### src/rtl/lcd_pkg.sv
`default_nettype none
// ============================================================================
// Module      : lcd_pkg
// Description : Shared types, register bit positions and command helpers
//               for the HD44780-style LCD write sequencer.
// Revision    : 1.0 - initial release
// ============================================================================
package lcd_pkg;

    // Sequencer states for one RS/DATA/EN bus cycle plus its execution wait
    typedef enum logic [2:0] {
        IDLE  = 3'd0,
        SETUP = 3'd1,
        PULSE = 3'd2,
        HOLD  = 3'd3,
        WAIT  = 3'd4
    } lcd_state_e;

    // Bit positions inside the memory-mapped LCD register
    localparam int LCD_ON_BIT   = 31;
    localparam int LCD_BLON_BIT = 30;
    localparam int LCD_RS_BIT   = 9;
    localparam int LCD_RW_BIT   = 8;

    // Clear display (0x01) and return home (0x02/0x03) need the long execution wait
    function automatic logic is_long_cmd(input logic rs, input logic [7:0] data);
        return (!rs) && (data[7:2] == 6'd0);
    endfunction

endpackage
`default_nettype wire

### src/rtl/lcd_write_ctrl.sv
`default_nettype none
// ============================================================================
// Module      : lcd_write_ctrl
// Description : Converts CPU stores to the LCD register into timed
//               RS/DATA/EN write cycles followed by the controller execution
//               wait. One write can be queued while a cycle is in flight;
//               overwriting a queued write sets a sticky overrun flag.
// Revision    : 1.0 - initial release
// ============================================================================
module lcd_write_ctrl
    import lcd_pkg::*;
#(
    parameter int T_SETUP_CYC      = 3,
    parameter int T_EN_CYC         = 12,
    parameter int T_HOLD_CYC       = 2,
    parameter int T_WAIT_SHORT_CYC = 2000,
    parameter int T_WAIT_LONG_CYC  = 82000,
    parameter int CNT_W            = 17
) (
    input  logic        i_clk,
    input  logic        i_reset,
    input  logic [31:0] i_lcd_reg,
    input  logic        i_lcd_wr,
    output logic [7:0]  o_lcd_data,
    output logic        o_lcd_rs,
    output logic        o_lcd_rw,
    output logic        o_lcd_en,
    output logic        o_lcd_on,
    output logic        o_lcd_blon,
    output logic        o_busy,
    output logic        o_done,
    output logic        o_overrun
);

    // Largest delay any phase can request; the counter must hold value-1
    localparam int c_max_cyc =
        (T_WAIT_LONG_CYC > T_WAIT_SHORT_CYC) ?
            ((T_WAIT_LONG_CYC > T_EN_CYC) ? T_WAIT_LONG_CYC : T_EN_CYC) :
            ((T_WAIT_SHORT_CYC > T_EN_CYC) ? T_WAIT_SHORT_CYC : T_EN_CYC);

    // Counter reload values: a phase of T cycles counts T-1 down to 0
    localparam logic [CNT_W-1:0] c_setup_ld = CNT_W'(T_SETUP_CYC - 1);
    localparam logic [CNT_W-1:0] c_en_ld    = CNT_W'(T_EN_CYC - 1);
    localparam logic [CNT_W-1:0] c_hold_ld  = CNT_W'(T_HOLD_CYC - 1);
    localparam logic [CNT_W-1:0] c_short_ld = CNT_W'(T_WAIT_SHORT_CYC - 1);
    localparam logic [CNT_W-1:0] c_long_ld  = CNT_W'(T_WAIT_LONG_CYC - 1);
    localparam logic [CNT_W-1:0] c_cnt_one  = CNT_W'(1);

    // Reject parameter sets the counter cannot represent or zero-length phases
    generate
        if (((c_max_cyc - 1) >> CNT_W) != 0) begin : g_cnt_w_too_small
            $error("lcd_write_ctrl: CNT_W=%0d cannot hold %0d", CNT_W, c_max_cyc - 1);
        end
        if (T_SETUP_CYC < 1 || T_EN_CYC < 1 || T_HOLD_CYC < 1 ||
            T_WAIT_SHORT_CYC < 1 || T_WAIT_LONG_CYC < 1) begin : g_zero_phase
            $error("lcd_write_ctrl: every phase must last at least one cycle");
        end
    endgenerate

    lcd_state_e       r_state;
    logic [CNT_W-1:0] r_cnt;
    logic [7:0]       r_data;
    logic             r_rs;
    logic             r_en;
    logic             r_on;
    logic             r_blon;
    logic             r_done;
    logic             r_overrun;
    logic             r_pend_valid;
    logic [7:0]       r_pend_data;
    logic             r_pend_rs;

    logic [7:0]       w_wr_data;
    logic             w_wr_rs;
    logic             w_cnt_zero;
    logic             w_wait_last;
    logic             w_unused;

    assign w_wr_data   = i_lcd_reg[7:0];
    assign w_wr_rs     = i_lcd_reg[LCD_RS_BIT];
    assign w_cnt_zero  = (r_cnt == '0);
    assign w_wait_last = (r_state == WAIT) && w_cnt_zero;

    // RW and the reserved bits carry nothing for a write-only sequencer
    assign w_unused = &{1'b0, i_lcd_reg[29:10], i_lcd_reg[LCD_RW_BIT]};

    // Sequencer: phase timing, bus registers, pending buffer and status flags
    always_ff @(posedge i_clk or posedge i_reset) begin
        if (i_reset) begin
            r_state      <= IDLE;
            r_cnt        <= '0;
            r_data       <= 8'h00;
            r_rs         <= 1'b0;
            r_en         <= 1'b0;
            r_on         <= 1'b0;
            r_blon       <= 1'b0;
            r_done       <= 1'b0;
            r_overrun    <= 1'b0;
            r_pend_valid <= 1'b0;
            r_pend_data  <= 8'h00;
            r_pend_rs    <= 1'b0;
        end else begin
            r_done <= 1'b0;

            // Power and backlight follow every store, whatever the sequencer is doing
            if (i_lcd_wr) begin
                r_on   <= i_lcd_reg[LCD_ON_BIT];
                r_blon <= i_lcd_reg[LCD_BLON_BIT];
            end

            // A store arriving mid-transaction is queued unless WAIT consumes it now
            if (i_lcd_wr && (r_state != IDLE) && !w_wait_last) begin
                r_pend_valid <= 1'b1;
                r_pend_data  <= w_wr_data;
                r_pend_rs    <= w_wr_rs;
                if (r_pend_valid) begin
                    r_overrun <= 1'b1;
                end
            end

            case (r_state)
                IDLE: begin
                    if (i_lcd_wr) begin
                        r_data  <= w_wr_data;
                        r_rs    <= w_wr_rs;
                        r_cnt   <= c_setup_ld;
                        r_state <= SETUP;
                    end
                end
                SETUP: begin
                    if (w_cnt_zero) begin
                        r_en    <= 1'b1;
                        r_cnt   <= c_en_ld;
                        r_state <= PULSE;
                    end else begin
                        r_cnt <= r_cnt - c_cnt_one;
                    end
                end
                PULSE: begin
                    if (w_cnt_zero) begin
                        r_en    <= 1'b0;
                        r_cnt   <= c_hold_ld;
                        r_state <= HOLD;
                    end else begin
                        r_cnt <= r_cnt - c_cnt_one;
                    end
                end
                HOLD: begin
                    if (w_cnt_zero) begin
                        r_cnt   <= is_long_cmd(r_rs, r_data) ? c_long_ld : c_short_ld;
                        r_state <= WAIT;
                    end else begin
                        r_cnt <= r_cnt - c_cnt_one;
                    end
                end
                WAIT: begin
                    if (w_cnt_zero) begin
                        r_done <= 1'b1;
                        if (i_lcd_wr) begin
                            // A same-cycle store wins over the queued one
                            r_data       <= w_wr_data;
                            r_rs         <= w_wr_rs;
                            r_cnt        <= c_setup_ld;
                            r_state      <= SETUP;
                            r_pend_valid <= 1'b0;
                            if (r_pend_valid) begin
                                r_overrun <= 1'b1;
                            end
                        end else if (r_pend_valid) begin
                            r_data       <= r_pend_data;
                            r_rs         <= r_pend_rs;
                            r_cnt        <= c_setup_ld;
                            r_state      <= SETUP;
                            r_pend_valid <= 1'b0;
                        end else begin
                            r_state <= IDLE;
                        end
                    end else begin
                        r_cnt <= r_cnt - c_cnt_one;
                    end
                end
                default: begin
                    r_en    <= 1'b0;
                    r_cnt   <= '0;
                    r_state <= IDLE;
                end
            endcase
        end
    end

    assign o_lcd_data = r_data;
    assign o_lcd_rs   = r_rs;
    assign o_lcd_rw   = 1'b0;
    assign o_lcd_en   = r_en;
    assign o_lcd_on   = r_on;
    assign o_lcd_blon = r_blon;
    assign o_busy     = (r_state != IDLE) || r_pend_valid;
    assign o_done     = r_done;
    assign o_overrun  = r_overrun;

endmodule
`default_nettype wire

### config.mk
export PLATFORM = sky130hd
export DESIGN_NAME = lcd_write_ctrl
export DESIGN_NICKNAME = d
export VERILOG_FILES = /design/src/rtl/lcd_pkg.sv /design/src/rtl/lcd_write_ctrl.sv
export SDC_FILE = /design/constraint.sdc
export NUM_CORES = 1
export LEC_CHECK = 0
export BUFFER_PORTS_ARGS = -buffer_cell sky130_fd_sc_hd__buf_4
export CAP_MARGIN = 20
export CORE_AREA = 2 2 71 73
export DETAILED_ROUTE_END_ITERATION = 6
export DIE_AREA = 0 0 73 75
export PLACE_DENSITY_LB_ADDON = 0.2
export SETUP_SLACK_MARGIN = 0.3
export SYNTH_ARGS = -nofsm -noshare
export SYNTH_HDL_FRONTEND = slang
export SYNTH_SLANG_ARGS = --single-unit
### constraint.sdc
create_clock -name i_clk -period 5.02 [get_ports i_clk]
set_input_delay 0.753 -clock i_clk [delete_from_list [all_inputs] [get_ports i_clk]]
set_output_delay 0.753 -clock i_clk [all_outputs]
set_load 0.005 [all_outputs]
# Word level (Yosys, flattened, before mapping)
# Cells that the tools add are included.
# totals
reg_bits,44
inputBits,35
out_inout_bits,16
# classes
add_sub_neg,1
n_eq_ne,11
mux,43
n_bitwise,1
reduce_logical,17
# ops
cell,n
17-bit 2-to-1 mux,8
17-bit one-hot mux with 5 select lines,1
8-bit 2-to-1 mux,4
1-bit 2-to-1 mux,21
17-bit zero test,1
"17-bit by 1-bit subtractor with 17-bit output, second input constant",1
8-bit one-hot mux with 2 select lines,1
3-bit 2-to-1 mux,5
3-bit one-hot mux with 5 select lines,1
"2-bit inequality test, second input constant",5
"3-bit by 2-bit == test with 1-bit output, second input constant",2
6-bit zero test,1
5-bit AND reduction,1
1-bit logical AND,4
"4-bit inequality test, second input constant",1
4-bit AND reduction,1
"3-bit by 1-bit == test with 1-bit output, second input constant",1
"3-bit == test, second input constant",1
3-bit zero test,1
"3-bit inequality test, second input constant",1
1-bit one-hot mux with 3 select lines,1
3-bit AND reduction,1
3-bit nonzero test,1
3-bit OR reduction,1
other kinds (6),7

# Depth between registers and ports, before layout
# Gate-level depths: netlist of the first run.
# logic_depth
ltp_word,9
depth_mapped,9

# Worst setup path after synthesis of the first run
# No wires, ideal clock.
# synth_timing
path_type,register -> register
from,register r_cnt[0]
to,"register r_data[0], in the netlist o_lcd_data[0]"
setup_ns,0.125
t_arrival_ns,2.141
required_ns,4.895
slack_ns,2.754
stages_incl_launch_ff,10
path_buffers,2
synth_period_minus_slack_ns,2.266
path_cell_list,dfrtp_1 inv_1 ha_1 nor3b_4 and4_1 buf_6 a21boi_2 or3_1 buf_6 mux2_4
# synth_between
elab_chain_len,3
# synth_rtl
element,line,source
"start, declared",lcd_write_ctrl.sv:61,logic [CNT_W-1:0] r_cnt;
"start signal, assigned",lcd_write_ctrl.sv:126,r_cnt <= c_setup_ld;
"start signal, assigned",lcd_write_ctrl.sv:133,r_cnt <= c_en_ld;
"start signal, assigned",lcd_write_ctrl.sv:136,r_cnt <= r_cnt - c_cnt_one;
17-bit zero test,lcd_write_ctrl.sv:81,assign w_cnt_zero = (r_cnt == '0);
2-bit inequality test (no source line),-,
4-bit AND reduction (no source line),-,
"end signal, assigned",lcd_write_ctrl.sv:124,r_data <= w_wr_data;
"end signal, assigned",lcd_write_ctrl.sv:161,r_data <= w_wr_data;
"end signal, assigned",lcd_write_ctrl.sv:170,r_data <= r_pend_data;
"end, declared",lcd_write_ctrl.sv:62,logic [7:0] r_data;
# No other way between the ends.
# A chain may end at the register's enable or synchronous reset.

# Worst setup path in the final report of the first run
# layout_timing
from,register r_cnt[0]
to,"register r_data[6], in the netlist o_lcd_data[6]"
# The elaborated chain is that of the path after synthesis.

==> results of run 1 <==
## area by class of cell
class                           count  area [um^2]  area share, %
Clock buffer                        6         82.6           3.07
Timing Repair Buffer               29          218           8.08
Clock inverter                      2         15.0          0.557
Sequential cell                    44         1100           40.9
Multi-Input combinational cell    162         1190           44.2
Inverter                            5         18.8          0.697
Tap cell                           54         67.6           2.51
## how the worst max path moves through the flow
stage                         from       endpoint  slack, ns  depth (start not counted)
after global placement    r_cnt[0]  o_lcd_data[3]       2.23                          7
after detailed placement  r_cnt[0]  o_lcd_data[3]       2.22                          7
after floorplan           r_cnt[0]  o_lcd_data[0]       2.75                          9
final                     r_cnt[0]  o_lcd_data[6]       2.20                          7
after global routing      r_cnt[0]  o_lcd_data[6]       2.02                          7
after CTS                 r_cnt[0]  o_lcd_data[6]       2.18                          7
## placed cells by master, fill, tap and decap left out, types with 6 or more instances in the layout
cell type  synthesis  layout
or3_1              8       8
clkbuf_8           0       6
buf_4              1      29
nor2_1            16      16
o21ai_0           17      17
nand2_1           13      13
dfrtp_1           44      44
mux2_4             9       9
mux2_2            20      20
a21oi_1           12      12
nor3_1             7       7
## through the flow
stage | hold slack, ns | cells
final | 0.483 | 302
after global routing | 0.518 | 302
after CTS | 0.489 | 302
after detailed placement | 0.468 | 294
after global placement | 0.452 | 294
after floorplan | 0.466 | 222
## kinds of logic (layout without fill, tap and decap cells)
| group | Yosys count | in the layout | synth area share, % |
|---|---|---|---|
| flops | 44 | 44 | 46.4 |
| buf+inv | 16 | 42 | 3.43 |
| compound gates | 57 | 57 | 15.6 |
| other cells | 1 | 1 | 0.158 |
| simple gates | 72 | 72 | 17.9 |
| xor+xnor | 1 | 1 | 0.369 |
| mux | 30 | 30 | 15.6 |
| fa+ha+maj | 1 | 1 | 0.527 |
## worst max-delay path, cell delays in order, from the launching register on
cell and delay (ns):
dfrtp_1 0.44, inv_1 0.09, ha_1 0.20, nor3b_4 0.30
and4_1 0.48, a21boi_2 0.12, or3_1 0.68, mux2_4 0.39
## state kept, by name, summed over array words and instances (netlist names)
| register | cells |
|---|---|
| o_done | 1 |
| r_pend_data | 8 |
| o_lcd_rs | 1 |
| o_lcd_on | 1 |
| o_lcd_data | 8 |
| r_state | 3 |
| o_overrun | 1 |
| r_pend_valid | 1 |
| r_cnt | 17 |
| r_pend_rs | 1 |
| o_lcd_blon | 1 |
| o_lcd_en | 1 |
## report_power, final
part / leakage [nW] / internal [W] / total (W) / switching [W]
combinational: 0.564 / 0.0000276 / 0.0000457 / 0.0000182
clock: 0.0434 / 0.000111 / 0.000238 / 0.000126
sequential: 0.504 / 0.000366 / 0.000373 / 0.00000675
total: 1.11 / 0.000505 / 0.000657 / 0.000151
## metal layers
layer	track usage, %	up-vias	share of wire, %
met4	9.26	0	1.6
met5	0	-	0
met1	26.0	883	48
li1	-	865	-
met3	5.49	6	3.3
met2	31.4	28	47
==> impl_metrics.env, run 1 <==
export IMPL_skew_ns=0.00868
export IMPL_p_total_w=0.000657
export IMPL_tightestPinTransition_ns=0.808
export IMPL_synth_edf_count=0
export IMPL_h_tree_depth=2
export IMPL_reg2reg_depth=7
export IMPL_drtIter0Drc=101
export IMPL_worstHoldStart="o_overrun"
export IMPL_utilization_pct=57.8
export IMPL_final_nets=283
export IMPL_grt_pass1_wl_mm=8.38
export IMPL_synthArstFlopShare_pct=100
export IMPL_ys_ff_latch=44
export IMPL_cts_sinks=44
export IMPL_post_cts_resized=0
export IMPL_power_density_nw_per_um2=244
export IMPL_synth_commonest_cells="44 x dfrtp_1, 20 x mux2_2, 17 x o21ai_0, 16 x nor2_1, 13 x nand2_1"
export IMPL_synth_fp_nets=258
export IMPL_cp_data_arrival_time_ns=3.01
export IMPL_antenna_cells=0
export IMPL_synth_most_common_cell="dfrtp_1"
export IMPL_syn2layout_area_growth_pct=13.5
export IMPL_port_buffers=28
export IMPL_leakagePower_nw=1.11
export IMPL_slew_headroom_pct=46.0
export IMPL_dp_slack_ns=2.22
export IMPL_rows=25
export IMPL_grt_pass1_vias=1824
export IMPL_synth_area_leaders="dfrtp_1 46%, mux2_2 9.5%, mux2_4 5.7%, o21ai_0 3.6%, a21oi_1 2.5%"
export IMPL_drt_pass1_iter_count=4
export IMPL_overflow=0
export IMPL_grt_max_degree=45
export IMPL_num_vias=1782
export IMPL_crit_path_max_fanout=10
export IMPL_antenna_found_initial=0
export IMPL_fillCellCount=407
export IMPL_fp_dieH_um=75
export IMPL_cts_root_buf="clkbuf_8"
export IMPL_dieWidth_um=73
export IMPL_maxCapViolCount=0
export IMPL_rsz0062_at_grt="false"
export IMPL_synth_warning_count=0
export IMPL_slew_violations=0
export IMPL_tns_ns=0
export IMPL_drtAntennaViolNets=0
export IMPL_ir_drop_mv=0.149
export IMPL_syn_area_per_cell_um2=10.7
export IMPL_clk_pin_slew_worst_paths_ns=0.09
export IMPL_post_cts_buffers=0
export IMPL_synth_top_cell_area_share_pct=46.4
export IMPL_status="complete, no violations"
export IMPL_gp_congestion=0.796
export IMPL_core_area_um2=4660
export IMPL_reg2reg_from="r_cnt[0]"
export IMPL_place_area_um2=2600
export IMPL_grt_usage_pct=20.1
export IMPL_end_kind="register"
export IMPL_hold_buffers=0
export IMPL_max_freq_mhz=354
export IMPL_setup_viol=0
export IMPL_period_minus_slack_ns=2.82
export IMPL_ys_types=49
export IMPL_min_period_over_period_pct=56.2
export IMPL_hold_path_class="reg -> reg"
export IMPL_r2r_setup_slack_ns=2.20
export IMPL_cp_required_ns=5.20
export IMPL_wl_mm=4.77
export IMPL_layout_drive_gt1_share_pct=31.0
export IMPL_dieArea_um2=5480
export IMPL_cts_tree="built"
export IMPL_cts_buffer_depth=2
export IMPL_start_util_pct=50.9
export IMPL_synth_cells=222
export IMPL_holdPathStages=1
export IMPL_finalHoldViolCount=0
export IMPL_wl_per_cell_um=15.8
export IMPL_place_hpwl_mm=3.40
export IMPL_pin_count=51
export IMPL_ys_seq_area_share_pct=46.4
export IMPL_syn_area_um2=2370
export IMPL_cts_buffers=5
export IMPL_post_route_worst_setup_slack_ns=2.20
export IMPL_synth_area_leader_cell="dfrtp_1"
export IMPL_fin_area_um2=2690
export IMPL_drc=0
export IMPL_ys_flop_type="dfrtp_1"
export IMPL_timing_worst_setup_path_type="reg -> reg"
export IMPL_hold_path_end="o_overrun"
export IMPL_startpoint_type="register"
export IMPL_clk_latency_ns=0.30
export IMPL_vias_per_cell=5.90
export IMPL_worstReg2RegEnd="o_lcd_data[6]"
(Power assumes the default switching activity.)
==> run 2: changes to the inputs <==
--- a/config.mk
+++ b/config.mk
@@ -5,11 +5,12 @@
 export SDC_FILE = /design/constraint.sdc
 export NUM_CORES = 1
 export LEC_CHECK = 0
+export ABC_AREA = 1
 export BUFFER_PORTS_ARGS = -buffer_cell sky130_fd_sc_hd__buf_4
 export CAP_MARGIN = 20
-export CORE_AREA = 2 2 71 73
+export CORE_AREA = 2 2 75 77
 export DETAILED_ROUTE_END_ITERATION = 6
-export DIE_AREA = 0 0 73 75
+export DIE_AREA = 0 0 77 79
 export PLACE_DENSITY_LB_ADDON = 0.2
 export SETUP_SLACK_MARGIN = 0.3
 export SYNTH_ARGS = -nofsm -noshare
==> constraint.sdc (replaced) <==
create_clock -name i_clk -period 2.5 [get_ports i_clk]
set_input_delay 0.375 -clock i_clk [delete_from_list [all_inputs] [get_ports i_clk]]
set_output_delay 0.375 -clock i_clk [all_outputs]
set_load 0.005 [all_outputs]
==> impl_metrics.env, run 2 <==
export IMPL_synthArstFlopShare_pct=100
export IMPL_clk_pin_slew_worst_paths_ns=0.09
export IMPL_ys_flop_type="dfrtp_1"
export IMPL_overflow=0
export IMPL_fillCellCount=565
export IMPL_gp_congestion=0.853
export IMPL_grt_pass1_vias=2217
export IMPL_ys_ff_latch=44
export IMPL_antenna_cells=0
export IMPL_port_buffers=28
export IMPL_cts_sinks=44
export IMPL_wl_per_cell_um=12.5
export IMPL_cts_tree="built"
export IMPL_final_cells=447
export IMPL_synth_area_leader_cell="dfrtp_1"
export IMPL_cp_endpoint="o_lcd_data[4]"
export IMPL_utilization_pct=54.6
export IMPL_maxCapViolCount=0
export IMPL_tightestPinTransition_ns=0.578
export IMPL_final_common_cell="nand2_1"
export IMPL_start_util_pct=46.9
export IMPL_dieWidth_um=77
export IMPL_drc=0
export IMPL_reg2reg_from="r_cnt[0]"
export IMPL_multi_input_area_um2=1180
export IMPL_synth_warning_count=0
export IMPL_syn2layout_area_growth_pct=16.5
export IMPL_post_route_worst_setup_slack_ns=0.517
export IMPL_leakagePower_nw=1.49
export IMPL_p_total_w=0.00346
export IMPL_cts_buffer_depth=2
export IMPL_cp_data_arrival_time_ns=2.22
export IMPL_drt_pass1_iter_count=4
export IMPL_period_minus_slack_ns=1.98
export IMPL_synth_commonest_cells="91 x nand2_1, 46 x inv_1, 44 x dfrtp_1, 43 x o21ai_0, 31 x nor2_1"
export IMPL_min_period_over_period_pct=79.3
export IMPL_synth_area_leaders="dfrtp_1 44%, nand2_1 14%, o21ai_0 8.6%, inv_1 6.9%, nand3_1 5.2%"
export IMPL_drtIter0Drc=106
export IMPL_synth_edf_count=0
export IMPL_syn_area_um2=2500
export IMPL_num_vias=2235
export IMPL_dieArea_um2=6080
export IMPL_dp_slack_ns=0.422
export IMPL_ff_latch_area_um2=1100
export IMPL_power_density_nw_per_um2=1190
export IMPL_cts_root_buf="clkbuf_8"
export IMPL_cp_required_ns=2.73
export IMPL_synth_top_cell_area_share_pct=44.0
export IMPL_max_freq_mhz=504
export IMPL_drtAntennaViolNets=0
export IMPL_finalHoldViolCount=0
export IMPL_r2r_setup_slack_ns=0.52
export IMPL_h_tree_depth=2
export IMPL_core_area_um2=5340
export IMPL_largest_reg_flops=17
export IMPL_tns_ns=0
export IMPL_hold_path_class="in -> async"
export IMPL_grt_pass1_wl_mm=9.77
export IMPL_place_hpwl_mm=4.17
export IMPL_crit_path_max_fanout=13
export IMPL_cts_buffers=5
export IMPL_ys_types=31
export IMPL_dpl_cell_count=437
export IMPL_synth_most_common_cell="nand2_1"
export IMPL_vias_per_cell=5.00
export IMPL_reg2reg_depth=11
export IMPL_final_nets=410
export IMPL_status="complete, no violations"
export IMPL_layout_drive_gt1_share_pct=17.6
export IMPL_slew_headroom_pct=61.4
export IMPL_wl_mm=5.58
export IMPL_syn_area_per_cell_um2=7.36
export IMPL_timing_worst_setup_path_type="reg -> reg"
export IMPL_fp_dieH_um=79
export IMPL_final_cell_mix="91 x nand2_1, 45 x inv_1, 44 x dfrtp_1"
export IMPL_startpoint_type="register"
export IMPL_clk_latency_ns=0.30
export IMPL_rsz0062_at_grt="false"
export IMPL_end_kind="register"
export IMPL_ys_seq_area_share_pct=44.0
export IMPL_largest_register="r_cnt"
export IMPL_worstReg2RegEnd="o_lcd_data[4]"
export IMPL_grt_usage_pct=19.9
export IMPL_setup_viol=0
export IMPL_synth_cells=340
export IMPL_antenna_found_initial=0
export IMPL_rows=27
export IMPL_synth_fp_nets=376
export IMPL_ir_drop_mv=0.602
export IMPL_slew_violations=0
export IMPL_critical_path_startpoint="r_cnt[0]"
export IMPL_grt_max_degree=28
export IMPL_pin_count=51
export IMPL_skew_ns=0.00748
run 2: cell count changes after synthesis, moves of 8 or more:
cell     delta
nand2_1    +78
nor2_1     +15
mux2_2     -18
o21ai_0    +26
nand3_1    +21
o21ai_1     +8
or3_1       -8
a21oi_1    -10
mux2_4      -9
inv_1      +41
run 2: kinds of logic after synthesis:
kind of cell	synth area share [%]
DFF	44.0
buffers and inverters	9.05
xor gates and xnor gates	1.40
AOI/OAI and AO/OA	13.4
other	0.150
muxes	0.900
and+or+nand+nor	30.6
adders and majority gates	0.500
run 2: cell type report:
cell class,count,area share (%)
tap,72,3.09
clock buffer,6,2.83
inverter,47,6.05
clock inverter,2,0.515
multi-input combinational,242,40.6
sequential,44,37.8
timing repair buffer,34,9.18
run 2: metal layers:
layer  vias up  routed length, um  track usage, %
met5         -                  0               0
met4         0                 73            6.43
met3         9                182            3.86
met2        44               2650            33.7
met1      1021               2670            25.8
li1       1161                  -               -
run 2: how the worst min path moves through the flow:
| stage | end | slack [ns] | cells after the start |
|---|---|---|---|
| final | o_lcd_data[3] | 0.13 | 2 |
| after global routing | r_cnt[10] | 0.19 | 2 |
| after CTS | o_lcd_data[3] | 0.16 | 2 |
| after detailed placement | r_pend_data[1] | 0.48 | 2 |
| after global placement | r_pend_data[0] | 0.47 | 2 |
| after floorplan | r_pend_data[0] | 0.45 | 2 |
run 2: report_power, final:
group          leakage [nW]  switching, W  internal (W)
Combinational         0.892       0.00112      0.000682
Clock                0.0434      0.000252      0.000224
Sequential            0.553      0.000199      0.000983
run 2: critical path, stage by stage (launching register included):
cell     delay [ns]
dfrtp_1        0.36
inv_1          0.10
ha_1           0.21
nand2_2        0.10
nor2_4         0.18
nand3_2        0.22
nand2_2        0.19
nand2_2        0.11
nor2_4         0.17
buf_12         0.15
nand2_1        0.06
o21ai_1        0.07
run 2: what timing repair did:
action,in CTS,in global routing
setup endpoints to repair,0,8
endpoints found under the hold margin,0,0
resized for setup,0,1
hold buffers,0,0
buffers inserted,0,2
run 2: stage by stage:
step	hold slack (ns)	cell area, um^2
floorplan	0.453	2500
global placement	0.469	2780
detailed placement	0.476	2780
CTS	0.164	2880
global route	0.188	2920
finish	0.131	2920
